===== src/rtl/pwm_pulse_multi_pkg.sv =====
// Shared types and defaults for the multi-channel pulse-train generator.
package pwm_pulse_multi_pkg;

  typedef enum logic [1:0] {
    ST_IDLE   = 2'd0,
    ST_DELAY  = 2'd1,
    ST_ACTIVE = 2'd2,
    ST_GAP    = 2'd3
  } pwm_state_e;

  localparam int PWM_CH_NUM_DEF = 4;
  localparam int PWM_WIDTH_DEF  = 32;

endpackage


===== src/rtl/pwm_pulse_ch.sv =====
// One pulse-train channel: enable edge detect, latched settings, down-counter timers.
//   state  | meaning
//   IDLE   | output follows live idle level, waiting for enable rise
//   DELAY  | start delay running, output at latched idle level
//   ACTIVE | pulse asserted (inverted idle level)
//   GAP    | idle gap between pulses
module pwm_pulse_ch
  import pwm_pulse_multi_pkg::*;
#(
  parameter int W = PWM_WIDTH_DEF
)(
  input  logic         io_clk,
  input  logic         io_rst,
  input  logic         i_en,
  input  logic         i_level,
  input  logic [W-1:0] i_delay,
  input  logic [W-1:0] i_width,
  input  logic [W-1:0] i_gap,
  input  logic [W-1:0] i_times,
  output logic         o_pulse,
  output logic         o_valid,
  output logic         o_busy,
  output logic [W-1:0] o_cnt
);

  pwm_state_e r_state, w_state_nxt;
  logic [W-1:0] r_tmr, r_rem, r_width, r_gap, r_cnt;
  logic [W-1:0] w_tmr_nxt, w_rem_nxt, w_width_nxt, w_gap_nxt, w_cnt_nxt;
  logic r_en_d, r_level, r_cont, r_pulse, r_valid, r_busy;
  logic w_level_nxt, w_cont_nxt, w_pulse_nxt, w_valid_nxt, w_busy_nxt;
  logic w_start, w_abort, w_more, w_launch, w_finish;

  // A zero width still produces a one-cycle pulse.
  function automatic logic [W-1:0] len_m1(input logic [W-1:0] len);
    return (len == '0) ? '0 : len - W'(1);
  endfunction

  assign w_start = i_en & ~r_en_d;
  assign w_abort = ~i_en & r_en_d;
  // r_rem counts pulses still owed after the current one.
  assign w_more  = r_cont | (r_rem != '0);

  always_comb begin
    w_state_nxt = r_state;
    w_tmr_nxt   = r_tmr;
    w_rem_nxt   = r_rem;
    w_width_nxt = r_width;
    w_gap_nxt   = r_gap;
    w_level_nxt = r_level;
    w_cont_nxt  = r_cont;
    w_pulse_nxt = r_pulse;
    w_busy_nxt  = r_busy;
    w_cnt_nxt   = r_cnt;
    w_valid_nxt = 1'b0;
    w_launch    = 1'b0;
    w_finish    = 1'b0;
    case (r_state)
      ST_IDLE: begin
        w_pulse_nxt = i_level;
        if (w_start) begin
          w_width_nxt = i_width;
          w_gap_nxt   = i_gap;
          w_level_nxt = i_level;
          w_cont_nxt  = (i_times == '0);
          w_rem_nxt   = len_m1(i_times);
          w_cnt_nxt   = '0;
          w_busy_nxt  = 1'b1;
          if (i_delay == '0) begin
            w_state_nxt = ST_ACTIVE;
            w_tmr_nxt   = len_m1(i_width);
            w_pulse_nxt = ~i_level;
            w_cnt_nxt   = W'(1);
          end else begin
            w_state_nxt = ST_DELAY;
            w_tmr_nxt   = i_delay - W'(1);
          end
        end
      end
      ST_DELAY: begin
        if (r_tmr == '0) w_launch = 1'b1;
        else             w_tmr_nxt = r_tmr - W'(1);
      end
      ST_ACTIVE: begin
        if (r_tmr == '0) begin
          if (r_gap != '0) begin
            w_state_nxt = ST_GAP;
            w_tmr_nxt   = r_gap - W'(1);
            w_pulse_nxt = r_level;
          end else if (w_more) begin
            w_launch = 1'b1;
          end else begin
            w_finish = 1'b1;
          end
        end else begin
          w_tmr_nxt = r_tmr - W'(1);
        end
      end
      ST_GAP: begin
        if (r_tmr == '0) begin
          if (w_more) w_launch = 1'b1;
          else        w_finish = 1'b1;
        end else begin
          w_tmr_nxt = r_tmr - W'(1);
        end
      end
      default: w_state_nxt = ST_IDLE;
    endcase

    if (w_launch) begin
      w_state_nxt = ST_ACTIVE;
      w_tmr_nxt   = len_m1(r_width);
      w_pulse_nxt = ~r_level;
      w_cnt_nxt   = r_cnt + W'(1);
      // Leaving DELAY starts the first pulse, which was already accounted for at start.
      if (r_state != ST_DELAY && !r_cont) w_rem_nxt = r_rem - W'(1);
    end

    if (w_finish || (w_abort && r_state != ST_IDLE)) begin
      w_state_nxt = ST_IDLE;
      w_pulse_nxt = i_level;
      w_busy_nxt  = 1'b0;
      w_valid_nxt = 1'b1;
    end
  end

  always_ff @(posedge io_clk or posedge io_rst) begin
    if (io_rst) begin
      r_state <= ST_IDLE;
      r_en_d  <= 1'b0;
      r_tmr   <= '0;
      r_rem   <= '0;
      r_width <= '0;
      r_gap   <= '0;
      r_level <= 1'b0;
      r_cont  <= 1'b0;
      r_pulse <= 1'b0;
      r_valid <= 1'b0;
      r_busy  <= 1'b0;
      r_cnt   <= '0;
    end else begin
      r_state <= w_state_nxt;
      r_en_d  <= i_en;
      r_tmr   <= w_tmr_nxt;
      r_rem   <= w_rem_nxt;
      r_width <= w_width_nxt;
      r_gap   <= w_gap_nxt;
      r_level <= w_level_nxt;
      r_cont  <= w_cont_nxt;
      r_pulse <= w_pulse_nxt;
      r_valid <= w_valid_nxt;
      r_busy  <= w_busy_nxt;
      r_cnt   <= w_cnt_nxt;
    end
  end

  assign o_pulse = r_pulse;
  assign o_valid = r_valid;
  assign o_busy  = r_busy;
  assign o_cnt   = r_cnt;

endmodule


===== src/rtl/pwm_pulse_multi.sv =====
// N-channel pulse-train generator: one independent pwm_pulse_ch per channel.
module pwm_pulse_multi
  import pwm_pulse_multi_pkg::*;
#(
  parameter int CH_NUM     = PWM_CH_NUM_DEF,
  parameter int _RAM_WIDTH = PWM_WIDTH_DEF
)(
  input  logic                         io_clk,
  input  logic                         io_rst,
  input  logic [CH_NUM-1:0]            io_en,
  input  logic [CH_NUM-1:0]            io_defaultLevel,
  input  logic [CH_NUM*_RAM_WIDTH-1:0] io_startDelay,
  input  logic [CH_NUM*_RAM_WIDTH-1:0] io_pulseWidth,
  input  logic [CH_NUM*_RAM_WIDTH-1:0] io_unaccessWidth,
  input  logic [CH_NUM*_RAM_WIDTH-1:0] io_pulse_times,
  output logic [CH_NUM-1:0]            io_pulseOut,
  output logic [CH_NUM-1:0]            pulse_valid,
  output logic [CH_NUM-1:0]            pulse_busy,
  output logic [CH_NUM*_RAM_WIDTH-1:0] pulse_cnt
);

  for (genvar g = 0; g < CH_NUM; g++) begin : g_ch
    pwm_pulse_ch #(.W(_RAM_WIDTH)) u_ch (
      .io_clk  (io_clk),
      .io_rst  (io_rst),
      .i_en    (io_en[g]),
      .i_level (io_defaultLevel[g]),
      .i_delay (io_startDelay[g*_RAM_WIDTH +: _RAM_WIDTH]),
      .i_width (io_pulseWidth[g*_RAM_WIDTH +: _RAM_WIDTH]),
      .i_gap   (io_unaccessWidth[g*_RAM_WIDTH +: _RAM_WIDTH]),
      .i_times (io_pulse_times[g*_RAM_WIDTH +: _RAM_WIDTH]),
      .o_pulse (io_pulseOut[g]),
      .o_valid (pulse_valid[g]),
      .o_busy  (pulse_busy[g]),
      .o_cnt   (pulse_cnt[g*_RAM_WIDTH +: _RAM_WIDTH])
    );
  end

endmodule

===== config.mk =====
export PLATFORM = sky130hd
export DESIGN_NAME = pwm_pulse_multi
export DESIGN_NICKNAME = d
export VERILOG_FILES = /design/src/rtl/pwm_pulse_multi_pkg.sv /design/src/rtl/pwm_pulse_ch.sv /design/src/rtl/pwm_pulse_multi.sv
export SDC_FILE = /design/constraint.sdc
export NUM_CORES = 2
export LEC_CHECK = 0
export ABC_AREA = 1
export BUFFER_PORTS_ARGS = -buffer_cell sky130_fd_sc_hd__buf_4
export CORE_ASPECT_RATIO = 1.75
export CORE_UTILIZATION = 39
export CTS_CLUSTER_SIZE = 8
export DETAILED_ROUTE_END_ITERATION = 6
export SLEW_MARGIN = 25
export SYNTH_ARGS = -nofsm -noshare
export SYNTH_HDL_FRONTEND = slang
export SYNTH_SLANG_ARGS = --single-unit

===== constraint.sdc =====
create_clock -name io_clk -period 19 [get_ports io_clk]
set_input_delay 0.95 -clock io_clk [delete_from_list [all_inputs] [get_ports io_clk]]
set_output_delay 0.95 -clock io_clk [all_outputs]
set_load 0.005 [all_outputs]

# ---- After elaboration in Yosys (flattened, before gate mapping)
# Index checks and enable logic that the tools add are counted.
dict set report op_classes {
  addsub 32
  bitwise 28
  n_mux 188
  eq_ne 40
  n_reduce_logical 100
}
# operator count
set ops {}
lappend ops {{$mux W32} 64}
lappend ops {{$sub A32 B1 Y32 const B} 28}
lappend ops {{$logic_not A32 Y1} 20}
lappend ops {{$pmux W32 S3} 4}
lappend ops {{$reduce_bool A32 Y1} 8}
lappend ops {{$add A32 B1 Y32 const B} 4}
lappend ops {{$mux W1} 80}
lappend ops {{$mux W2} 24}
lappend ops {{$ne A4 B1 Y1 const B} 12}
lappend ops {{$reduce_bool A2 Y1} 20}
lappend ops {{$reduce_and A2 Y1} 12}
lappend ops {{$reduce_and A3 Y1} 8}
lappend ops {{$eq A2 B2 Y1 const B} 8}
lappend ops {{$ne A4 B3 Y1 const B} 4}
lappend ops {{$not A1 Y1} 16}
lappend ops {{$pmux W1 S2} 8}
lappend ops {{$pmux W2 S2} 4}
lappend ops {{$reduce_and A4 Y1} 4}
lappend ops {{$reduce_bool A4 Y1} 4}
lappend ops {{$ne A3 B1 Y1 const B} 4}
lappend ops {{$ne A3 B2 Y1 const B} 4}
lappend ops {{$pmux W1 S3} 4}
lappend ops {{$and A1 B1 Y1} 8}
lappend ops {{$eq A2 B1 Y1 const B} 4}
lappend ops {{other kinds (7)} 32}
dict set report totals {
  ff_bits 672
  in_bits 522
}

# ---- Depth between registers and ports, before layout
dict set report logic_depth {
  ltp_word 9
  ltp_mapped 17
}

# ---- Hierarchy
# A second synthesis with hierarchy kept.
dict set report unflattened {
  hier_cells 10336
  hier_area_um2 60942.2
}
# module area_per_inst_um2 instances seq_area_each_um2 cells_each
set by_module_without_submodules {}
lappend by_module_without_submodules {{pwm_pulse_ch (g_ch[0].u_ch)} 15377.2 1 4204.0 2614}
lappend by_module_without_submodules {{pwm_pulse_ch (g_ch[3].u_ch)} 15232.1 1 4204.0 2607}
lappend by_module_without_submodules {{pwm_pulse_ch (g_ch[2].u_ch)} 15169.5 1 4204.0 2556}
lappend by_module_without_submodules {{pwm_pulse_ch (g_ch[1].u_ch)} 15163.3 1 4204.0 2559}

# ---- Worst setup path after synthesis
# Ideal clock, no wire load.
dict set report synth_path {
  kind {input port to flip-flop}
  startpoint {in io_startDelay[32]}
  endpoint {reg g_ch[1].u_ch.r_tmr[25]}
  setup_slack_ns 16.334
  path_stages 15
  t_arrival_ns 2.589
  setup_time_ns 0.077
  n_path_buf 1
  path_cell_list {inv_1 -> ha_1 -> nand3_1 -> nor2_2 -> inv_1 -> nor2_1 -> nand2_1 -> nor2_4 -> buf_6 -> nand3_1 -> o21ai_0 -> nand2_1 -> nand2_1 -> nand2_1 -> a21oi_1}
}
dict set report synth_between {
  elab_chain_len 5
}
# element line_no
set synth_rtl {}
lappend synth_rtl {{start: declaration} pwm_pulse_multi.sv:12} ;# input logic [CH_NUM*_RAM_WIDTH-1:0] io_startDelay,
lappend synth_rtl {{$sub A32 B1 Y32 / $logic_not A32 Y1 (equally long branches)} {pwm_pulse_ch.sv:75, pwm_pulse_ch.sv:68}}
lappend synth_rtl {{$mux W32 (*)} pwm_pulse_ch.sv:68} ;# if (i_delay == '0) begin
lappend synth_rtl {{$mux W32 (*)} pwm_pulse_ch.sv:60} ;# if (w_start) begin
lappend synth_rtl {{$pmux W32 S3 (*)} pwm_pulse_ch.sv:57} ;# case (r_state)
lappend synth_rtl {{$mux W32 (*)} pwm_pulse_ch.sv:109} ;# if (w_launch) begin
lappend synth_rtl {{end signal: assignment} pwm_pulse_ch.sv:143} ;# r_tmr <= w_tmr_nxt;
lappend synth_rtl {{end: declaration} pwm_pulse_ch.sv:27} ;# logic [W-1:0] r_tmr, r_rem, r_width, r_gap, r_cnt;
# Mark *: on every way between the ends. The rest lies on a longest branch, timed or not. The select of a mux whose other input is x is not followed.
# A chain may end at the register's enable or synchronous reset.

# ---- Final worst setup path
dict set report layout_path {
  startpoint {reg g_ch[3].u_ch.r_state[0]}
  endpoint {reg g_ch[3].u_ch.r_rem[22]}
}
dict set report layout_between {
  elab_chain_len 4
}
# element line_no
set layout_rtl {}
lappend layout_rtl {{start: declaration} pwm_pulse_ch.sv:26} ;# pwm_state_e r_state, w_state_nxt;
lappend layout_rtl {{start signal: assignment} pwm_pulse_ch.sv:141} ;# r_state <= w_state_nxt;
lappend layout_rtl {{$logic_not A2 Y1 / $ne A2 B1 Y1 (equally long branches)} {pwm_pulse_ch.sv:57, pwm_pulse_ch.sv:115}}
lappend layout_rtl {{$mux W32 / $logic_and A1 B1 Y1 (equally long branches)} {pwm_pulse_ch.sv:57, pwm_pulse_ch.sv:115}}
lappend layout_rtl {{$mux W32} pwm_pulse_ch.sv:115} ;# if (r_state != ST_DELAY && !r_cont) w_rem_nxt = r_rem - W'(1);
lappend layout_rtl {{$mux W32 (*)} pwm_pulse_ch.sv:109}
lappend layout_rtl {{via g_ch[3].u_ch.w_rem_nxt[22]} pwm_pulse_ch.sv:28} ;# logic [W-1:0] w_tmr_nxt, w_rem_nxt, w_width_nxt, w_gap_nxt, w_cnt_nxt;
lappend layout_rtl {{end signal: assignment} pwm_pulse_ch.sv:144} ;# r_rem <= w_rem_nxt;
lappend layout_rtl {{end: declaration} pwm_pulse_ch.sv:27}
# Mark *: on every way through the listed nets, which the timed path passes. The rest lies on a longest branch.

==> key figures <==
Synthesis
  • Mapped Area: between 50,000 and 60,000 um^2
  • Synth Register Bits: between 600 and 700
  • Post-synth ARST share: 1.00
  • Post-synthesis instance total: about 9,600
  • Main area contributors after synthesis: dfrtp_1 29%, nand2_1 19%, nor2_1 11%, nand3_1 6.7%, xor2_1 6.6%
  • Sequential area share after synthesis: 0.288
  • Post-synth cell types: 64
  • Syn avg cell area: roughly 6.1 um^2
  • Ys Warns: 0
  • Main flop type after synthesis: dfrtp_1
  • EDFF count, synth: 0
  • Syn Nets: roughly 10,000
  • Synth top area share: 0.288
  • Synth area leader: dfrtp_1

Critical path
  • Critical path's slowest cell: buf_4
  • Startpoint types: flip-flop
  • Cell mode on critical path: buf_4
  • CP peak stage delay: 0.71 ns
  • CP Data Arrival Time: approximately 5.0 ns
  • Worst Path Required: around 20 ns
  • Crit path cell chain: nor2_2 -> buf_4 -> inv_2 -> nor2_4 -> buf_4 -> nand2_1 -> buf_4 -> a21oi_1 -> o21ai_0 -> nand3_1 -> o21ai_1 -> inv_1
  • Critical path class: flip-flop to flip-flop
  • Crit-path max FO: 76
  • Crit end category: flip-flop

Cells and area
  • P&R area growth vs syn: 16.1%
  • Fillers: approximately 16,000
  • Final nets: 10,800
  • Final Instance Count excl. Fillers: 12,200
  • Share of cells above drive strength 1: 0.0961

Routing
  • Drt pass-1 iters: 7
  • Post-Route WL: between 200 and 300 mm
  • Initial DRC Count: a little over 5,000
  • Drc violations: 1
  • ANT nets after route: 0
  • DR vias: 66,300
  • WL/cell: 22.4 um
  • Vias/cell: ~5.4

Clock network
  • Post-cts sizing count: 0
  • Root Driver: clkbuf_16
  • Worst-Skew Late Latency: 0.75 ns
  • Htree depth: 3
  • # hold bufs at CTS: 0
  • CTS buffer count: 95
  • Clock Path Buffers: 3
  • Postcts setup bufs: 0
  • Clock sinks: between 600 and 700
  • TritonCTS clock tree: built
  • Worst-path clk slew: 0.05 ns

Placement
  • Hpwl dp: 219 mm
  • Number of cells after detailed placement: 12,100
  • GP Congestion: between 1 and 1.5
  • Pre-CTS WS: approximately 15 ns
  • IO Port Bufs: 661

Global route
  • GRT overflow: 0
  • Antenna violations before repair: 43
  • Wire length of the first global-routing pass: approximately 400 mm
  • Pin count of the biggest net entering global routing: around 160
  • Total GRT Usage: 0.355
  • Number of global-route vias before repair: roughly 66,000

STA
  • Hold Fails Final Rpt: 0
  • RSZ-0062 raised after global routing: no
  • Final setup vio count: 0
  • Worst-Margin Slew: between 1 and 1.5 ns
  • Clock Skew: ~0.044 ns
  • Fmax: 0.233 GHz
  • Pins over their slew limit: 0
  • TNS Setup: 0 ns
  • Post-route minimum period: around 4.3 ns
  • Slew HR: 0.316
  • Final worst slack: between 10 and 15 ns
  • Final period utilization: 0.226
  • Min Hold Slack: between 0.3 and 0.4 ns

Status
  • Failing checks: design-rule violations
  • Status: finished, violations left

Floorplanning
  • Die Footprint: around 150,000 um^2
  • Initial Utilization: 0.393
  • Total core area: 149,000 um^2
  • Die Ht: a little over 500 um
  • I/O pins: roughly 660
  • Die X: between 200 and 300 um
  • Num rows: around 190

Flow run
  • Max Cap Violations: 0

Power
  • PD cells: between 100 and 150 nW/um^2
  • Leakage: 32.1 nW
  • Worst VDD drop: around 0.00007 V

Min path
  • HP Class: input port to flip-flop
-- per-layer routing --
layer	track usage	wire [um]	up-vias
li1	-	-	31800
met1	0.373	97600	31100
met2	0.625	135000	2550
met3	0.0770	19000	832
met4	0.248	21600	50
met5	0	310	-
-- placed cells by master (no fill, tap or decap), drive strengths merged, types with 104 or more instances in the layout --
| cell | n |
|---|---|
| xnor2 | 143 |
| dfrtp | 672 |
| nand2 | 2903 |
| buf | 709 |
| nor3 | 141 |
| nand3 | 787 |
| a21oi | 209 |
| xor2 | 443 |
| inv | 1062 |
| nor2 | 1837 |
| o21ai | 599 |
| clkbuf | 104 |
| nand4 | 179 |
-- cells by family after synthesis --
| kind of cell | Yosys count | share of synthesized area |
|---|---|---|
| compound gates | 1046 | 0.0995 |
| xor+xnor | 586 | 0.0879 |
| fa+ha+maj | 48 | 0.0103 |
| buf+inv | 1301 | 0.0880 |
| flops | 672 | 0.288 |
| mux | 8 | 0.00137 |
| simple gates | 5978 | 0.425 |
-- synth_stat cells (all sizes together) (7+ instances only) --
library cell  number
nand2           2903
nand4            179
o221ai            21
xor2             443
or2               32
clkbuf           126
and2              17
nor3             141
o211ai            53
nand3b            23
buf              113
a31oi             26
xnor2            143
inv             1059
ha                48
o31ai             11
nor2            1837
o21ai            599
o21bai            13
a21boi            13
o22ai             74
nor4              42
a21oi            209
dfrtp            672
mux2i              8
nor3b              7
a22oi             10
nand3            787
-- power by group --
part	total, W	internal, W	leakage [nW]	switching (W)
clock network	0.00162	0.000897	1.26	0.000721
logic	0.00360	0.00122	22.4	0.00238
registers	0.00274	0.00200	8.46	0.000737
-- stage by stage --
step                      area (um^2)   util  power, W
after floorplan                 58400      -   0.00502
after detailed placement        65100  0.438   0.00627
after global routing            67800  0.456   0.00854
final                           67800  0.456   0.00795
after CTS                       67700  0.456   0.00792
after global placement          65100  0.438   0.00624
-- worst max-delay path, delay by kind of cell (launching register included) --
family	cells	cell delay [ns]
AO/OA/AOI/OAI	3	0.32
buffers and inverters	5	1.71
flip-flops	1	0.64
AND/OR/NAND/NOR	4	1.46
-- cell type report --
cell class | count | area [um^2] | area share
Clock inverter | 9 | 141 | 0.00209
Timing Repair Buffer | 710 | 5390 | 0.0794
Multi-Input combinational cell | 7666 | 36500 | 0.538
Inverter | 1062 | 4000 | 0.0589
Antenna cell | 20 | 50.0 | 0.000738
Sequential cell | 672 | 16800 | 0.248
Tap cell | 1984 | 2480 | 0.0366
Clock buffer | 103 | 2430 | 0.0358
-- registers in the layout (all words and copies together) (netlist names) --
register and cells:
g_ch.u_ch.r_width 128, g_ch.u_ch.o_pulse 4, g_ch.u_ch.r_en_d 4, g_ch.u_ch.r_state 8
g_ch.u_ch.r_gap 128, g_ch.u_ch.r_tmr 128, g_ch.u_ch.o_valid 4, g_ch.u_ch.r_rem 128
g_ch.u_ch.o_cnt 128, g_ch.u_ch.o_busy 4, g_ch.u_ch.r_cont 4, g_ch.u_ch.r_level 4
-- worst paths after layout --
| kind | cells after the start | from | to | slack, ns |
|---|---|---|---|---|
| max | 12 | g_ch[3].u_ch.r_state[0] | g_ch[3].u_ch.r_rem[22] | 14.71 |
| min reg2reg | 1 | g_ch[2].u_ch.r_rem[0] | g_ch[2].u_ch.r_rem[0] | 0.45 |
| max reg2reg | 12 | g_ch[3].u_ch.r_state[0] | g_ch[3].u_ch.r_rem[22] | 14.71 |
| max in group asynchronous | 6 | io_rst | g_ch[1].u_ch.r_gap[4] | 16.25 |
| min | 1 | io_en[3] | g_ch[3].u_ch.r_en_d | 0.32 |
| min in group asynchronous | 3 | io_rst | g_ch[0].u_ch.o_cnt[7] | 0.43 |
No activity file was read; power rests on OpenSTA's default activity.
